===== config.mk =====
export PLATFORM = sky130hd
export DESIGN_NAME = fetch_queue
export DESIGN_NICKNAME = d
export VERILOG_FILES = /design/src/rtl/fetch_queue.sv
export SDC_FILE = /design/constraint.sdc
export NUM_CORES = 1
export LEC_CHECK = 0
export ABC_AREA = 1
export CAP_MARGIN = 20
export CORE_MARGIN = 10
export CORE_UTILIZATION = 40
export CTS_BUF_LIST = sky130_fd_sc_hd__clkbuf_2
export DETAILED_ROUTE_END_ITERATION = 16
export SYNTH_ARGS = -nofsm -noshare
export SYNTH_HDL_FRONTEND = slang
export SYNTH_SLANG_ARGS = --single-unit

===== constraint.sdc =====
create_clock -name clk_i -period 12.22 [get_ports clk_i]
set_clock_uncertainty 0.2 [all_clocks]
set_input_delay 2.444 -clock clk_i [delete_from_list [all_inputs] [get_ports clk_i]]
set_output_delay 2.444 -clock clk_i [all_outputs]
set_load 0.01 [all_outputs]

===== src/rtl/fetch_queue.sv =====
// fetch_queue -- instruction prefetch buffer between instruction memory and
// the IF/ID pipeline register.
//
// Issues sequential fetch requests, tracks in-order memory responses and
// buffers up to DEPTH {pc, instr} pairs. The head entry is presented to decode
// one per cycle. A redirect flushes queued entries, marks every in-flight
// response for discard and restarts fetching at the redirect PC.
//
// Optional feature macro: FETCHQ_BYPASS_EN
//   When defined, a response arriving while the queue is empty, nothing is
//   being dropped and no redirect is active drives valid_o/instr_o/pc_o
//   combinationally in the same cycle. If it is consumed (stall_i=0) it is
//   never written to the queue.
//   When undefined, every response goes through the queue and the decode-side
//   outputs come straight from registers.
//
// Ports
//   clk_i          in   clock, all state updates on the rising edge
//   rst_i          in   synchronous active-high reset
//   imem_req_o     out  fetch request valid
//   imem_addr_o    out  fetch address (current fetch PC)
//   imem_gnt_i     in   request accepted this cycle (only with imem_req_o)
//   imem_rvalid_i  in   response valid, in request order
//   imem_rdata_i   in   response instruction
//   redirect_i     in   flush and restart fetch
//   redirect_pc_i  in   new fetch PC
//   stall_i        in   downstream not accepting this cycle
//   valid_o        out  instr_o/pc_o hold a real instruction
//   instr_o        out  head instruction, NOP when valid_o=0
//   pc_o           out  PC of instr_o, 0 when valid_o=0
//
// Decode handshake: an instruction is transferred in every cycle where
// valid_o=1 and stall_i=0 (and no redirect). While stall_i=1 the presented
// entry and all decode-side outputs hold steady.

module fetch_queue #(
  parameter int                DEPTH    = 4,
  parameter int                ADDR_W   = 32,
  parameter int                INST_W   = 32,
  parameter logic [ADDR_W-1:0] RESET_PC = '0
) (
  input  logic              clk_i,
  input  logic              rst_i,
  output logic              imem_req_o,
  output logic [ADDR_W-1:0] imem_addr_o,
  input  logic              imem_gnt_i,
  input  logic              imem_rvalid_i,
  input  logic [INST_W-1:0] imem_rdata_i,
  input  logic              redirect_i,
  input  logic [ADDR_W-1:0] redirect_pc_i,
  input  logic              stall_i,
  output logic              valid_o,
  output logic [INST_W-1:0] instr_o,
  output logic [ADDR_W-1:0] pc_o
);

  localparam int PTR_W = (DEPTH > 1) ? $clog2(DEPTH) : 1;
  // Two extra bits so count + outstanding never wraps, even right after a
  // redirect when stale requests are still in flight.
  localparam int CNT_W = PTR_W + 2;
  localparam logic [INST_W-1:0] NOP = INST_W'(32'h0000_0013);

  // Architectural state
  logic [ADDR_W-1:0] r_fetch_pc;
  logic [ADDR_W-1:0] r_resp_pc;
  logic [ADDR_W-1:0] r_q_pc    [DEPTH];
  logic [INST_W-1:0] r_q_instr [DEPTH];
  logic [PTR_W-1:0]  r_rd_ptr;
  logic [PTR_W-1:0]  r_wr_ptr;
  logic [CNT_W-1:0]  r_count;
  logic [CNT_W-1:0]  r_outstanding;
  logic [CNT_W-1:0]  r_drop_cnt;

  // Derived control
  logic [CNT_W-1:0] w_live;
  logic             w_req;
  logic             w_grant;
  logic             w_resp;
  logic             w_accept;
  logic             w_bypass;
  logic             w_q_valid;
  logic             w_pop;
  logic             w_push;

  // Entries on the current fetch path that are either queued or still in
  // flight. Responses that will be dropped do not occupy a slot.
  assign w_live = r_count + r_outstanding - r_drop_cnt;

  assign w_req   = !rst_i && !redirect_i && (w_live < CNT_W'(DEPTH));
  assign w_grant = w_req && imem_gnt_i;

  // A response with nothing outstanding is a leftover from before reset.
  assign w_resp   = !rst_i && imem_rvalid_i && (r_outstanding != '0);
  assign w_accept = w_resp && (r_drop_cnt == '0) && !redirect_i;

`ifdef FETCHQ_BYPASS_EN
  assign w_bypass = w_accept && (r_count == '0);
`else
  assign w_bypass = 1'b0;
`endif

  assign w_q_valid = (r_count != '0);
  assign w_pop     = !rst_i && w_q_valid && !stall_i && !redirect_i;
  // A bypassed response that decode takes right away never enters the queue.
  assign w_push    = w_accept && !(w_bypass && !stall_i);

  assign imem_req_o  = w_req;
  assign imem_addr_o = rst_i ? RESET_PC : r_fetch_pc;

  always_comb begin
    valid_o = 1'b0;
    instr_o = NOP;
    pc_o    = '0;
    if (!rst_i) begin
      if (w_q_valid) begin
        valid_o = 1'b1;
        instr_o = r_q_instr[r_rd_ptr];
        pc_o    = r_q_pc[r_rd_ptr];
      end else if (w_bypass) begin
        valid_o = 1'b1;
        instr_o = imem_rdata_i;
        pc_o    = r_resp_pc;
      end
    end
  end

  // Control state
  always_ff @(posedge clk_i) begin
    if (rst_i) begin
      r_fetch_pc    <= RESET_PC;
      r_resp_pc     <= RESET_PC;
      r_rd_ptr      <= '0;
      r_wr_ptr      <= '0;
      r_count       <= '0;
      r_outstanding <= '0;
      r_drop_cnt    <= '0;
    end else if (redirect_i) begin
      // Everything still in flight belongs to the old path and is dropped;
      // a response arriving this very cycle is already gone.
      r_fetch_pc    <= redirect_pc_i;
      r_resp_pc     <= redirect_pc_i;
      r_rd_ptr      <= '0;
      r_wr_ptr      <= '0;
      r_count       <= '0;
      r_outstanding <= r_outstanding - CNT_W'(w_resp);
      r_drop_cnt    <= r_outstanding - CNT_W'(w_resp);
    end else begin
      if (w_grant) begin
        r_fetch_pc <= r_fetch_pc + ADDR_W'(4);
      end
      if (w_accept) begin
        r_resp_pc <= r_resp_pc + ADDR_W'(4);
      end
      if (w_push) begin
        r_wr_ptr <= r_wr_ptr + PTR_W'(1);
      end
      if (w_pop) begin
        r_rd_ptr <= r_rd_ptr + PTR_W'(1);
      end
      case ({w_push, w_pop})
        2'b10:   r_count <= r_count + CNT_W'(1);
        2'b01:   r_count <= r_count - CNT_W'(1);
        default: r_count <= r_count;
      endcase
      r_outstanding <= r_outstanding + CNT_W'(w_grant) - CNT_W'(w_resp);
      if (w_resp && (r_drop_cnt != '0)) begin
        r_drop_cnt <= r_drop_cnt - CNT_W'(1);
      end
    end
  end

  // Queue storage needs no reset: r_count gates every read.
  always_ff @(posedge clk_i) begin
    if (w_push) begin
      r_q_pc[r_wr_ptr]    <= r_resp_pc;
      r_q_instr[r_wr_ptr] <= imem_rdata_i;
    end
  end

endmodule


==> results_dict.tcl <==
set metrics [dict create \
    mostFrequentLayoutCells "nor2_1 (392), nand2_1 (312), edfxtp_1 (256), o21ai_0 (173), clkdlybuf4s50_1 (165)" \
    synth_nets 1861 \
    die_x_um 220 \
    synth_top_area_cell "edfxtp_1" \
    cts_hold_buf 0 \
    ant_nets 0 \
    synth_cell_types 44 \
    grt_pass1_vias 12726 \
    grt_pass1_wl_um 70300 \
    synth_seq_cells 338 \
    die_h_um 220 \
    drt_iter0_drc 1097 \
    worst-setup-path-type "in2out" \
    slew_headroom 0.331 \
    grt_max_degree 91 \
    finalCritPeriodShare 0.636 \
    layout-drive-gt1-share 0.104 \
    synth.avg_cell_area_um2 9.03 \
    synthTopCellsByArea "edfxtp_1 (48%), dfxtp_1 (10%), nor2_1 (9.3%), nand2_1 (7.4%), o21ai_0 (5.4%)" \
    cts-htree-levels 3 \
    setup_viol 0 \
    p_per_area_nw_per_um2 128 \
    tns_ns 0 \
    cts-root-buf "clkbuf_2" \
    antenna_found_initial 2 \
    grtUsageTotal 0.185 \
    num_rows 73 \
    n_fill_cell 3799 \
    core_um2 39500 \
    final-hold-violation-count 0 \
    share_seq_of_total_power 0.546 \
    fmax_mhz 129 \
    dieArea_um2 48200 \
    initial_core_util 0.403 \
    routedWlPerCell_um 17.7 \
    syn2layout_area_growth_pct 17.9 \
    slew_violations 0 \
    synth_seq_area_share 0.585 \
    numCtsBuffers 87 \
    worstPathArrival_ns 5.12 \
    irDropWorstVdd_mv 0.0532 \
    dpl.hpwl_um 29000 \
    drc 0 \
    final_util 0.475 \
    required_ns 9.58 \
    overflow 0 \
    synth_top_area_share 0.482 \
    synth-edff-count 256 \
    p_leak_nw 6.81 \
    holdWs_ns 0.277 \
    syn_inst 1765 \
    rrSetupSlack_ns 8.33 \
    combPwrFrac 0.137 \
    min_period_ns 7.77 \
    vias_per_cell 5.08 \
    power_mw 2.42 \
    first_pass_iters 5 \
    pwr-share-clk 0.317 \
    synth.cell_area_um2 15900 \
    min_path_type "reg2reg" \
    postCtsSetupRepairBufs 0 \
    cts.sinks 338 \
    synthFlopType "edfxtp_1" \
    synth-async-reset-ratio 0 \
    cts_resized 0 \
    worst_slack_ns 4.45 \
    clk_pin_slew_ns 0.09 \
    ys_warn_count 0 \
    path_max_fanout 27 \
    io_pins 168 \
    gp_congestion 0.905 \
    vias 12882 \
    grt_setup_unrepaired "false" \
    outcome "completed" \
    fin_nets 2049 \
    clockBufferDepth 3 \
    switchingPower_mw 0.693 \
    cap_viol_max_count 0 \
    io_buffers 167 \
    p_int_mw 1.72 \
    insertion_delay_ns 0.96 \
    worst_pin_slew_ns 1.00 \
    swShare 0.287 \
    dp_slack_ns 4.40 \
    routed_wl_um 44900 \
    layout.cells.most_common "nor2_1" \
    end_kind "output port" \
    cts_tree "done" \
    critPathLaunchType "primary input" \
]
[critical path, cell delays in order]
cell and delay, ns:
buf_2 0.14, inv_1 0.53, nand2_2 0.60, buf_4 0.44
buf_4 0.23, a21oi_1 0.15, clkdlybuf4s50_1 0.57
[area by class of cell]
| class | count | area, um2 | share of cell area |
|---|---|---|---|
| sequential | 338 | 9330 | 0.496 |
| timing repair buffer | 181 | 1770 | 0.0940 |
| antenna | 1 | 2.50 | 0.000133 |
| multi-input combinational | 1220 | 5790 | 0.308 |
| inverter | 125 | 472 | 0.0251 |
| clock buffer | 129 | 646 | 0.0343 |
| clock inverter | 18 | 129 | 0.00685 |
| tap | 525 | 657 | 0.0349 |
[Yosys cell counts, types with 11 or more instances]
master	n
inv_1	114
nor2_1	396
clkbuf_1	41
nand2_1	313
buf_2	21
xor2_1	13
buf_1	11
nand3_1	74
ha_1	22
o21ai_0	173
a21oi_1	130
dfxtp_1	82
edfxtp_1	256
[layer usage]
layer  vias up  share of wire  GRT usage
met2       439           0.46      0.299
met1      6037           0.45      0.238
met3        70          0.068     0.0389
met5         -        0.00027          0
met4         2          0.025     0.0749
li1       6334              -          -
[worst paths after layout]
path | startpoint | endpoint | depth (start not counted)
worst max-delay path | rst_i | instr_o[20] | 7
worst min register to register | r_rd_ptr[1]$_SDFFE_PP0P_ | flop | 2
worst max register to register | r_count[2]$_SDFFE_PP0P_ | r_outstanding[3]$_SDFF_PP0_ | 18
worst min-delay path | r_rd_ptr[1]$_SDFFE_PP0P_ | flop | 2
[per-stage QoR]
stage,cells,cell area [um2]
6_report,2537,18800
3_3_place_gp,2389,18000
2_1_floorplan,1765,15900
4_1_cts,2536,18800
5_1_grt,2537,18800
3_5_place_dp,2389,18000
[power groups by stage]
stage | Clock, mW | Sequential, mW | Combinational [mW]
finish | 0.765 | 1.32 | 0.330
global route | 0.863 | 1.33 | 0.377
CTS | 0.801 | 1.32 | 0.332
detailed placement | 0 | 1.35 | 0.328
global placement | 0 | 1.34 | 0.322
floorplan | 0 | 1.33 | 0.226
[flip-flops by register name, summed over array words and instances, names as in the netlist, named ones only]
name and flops:
r_drop_cnt 4, r_outstanding 4, r_count 4, r_q_instr 128
r_q_pc 128, r_wr_ptr 2, r_fetch_pc 32, r_rd_ptr 2
r_resp_pc 32
[cells by family after synthesis]
family | Yosys count | share of synthesized area
flip-flops | 338 | 0.585
XOR/XNOR | 18 | 0.00989
AND/OR/NAND/NOR | 839 | 0.220
adder cells (fa/ha/maj) | 26 | 0.0223
AO/OA/AOI/OAI | 337 | 0.109
buffers and inverters | 207 | 0.0536
(Power assumes the default switching activity.)
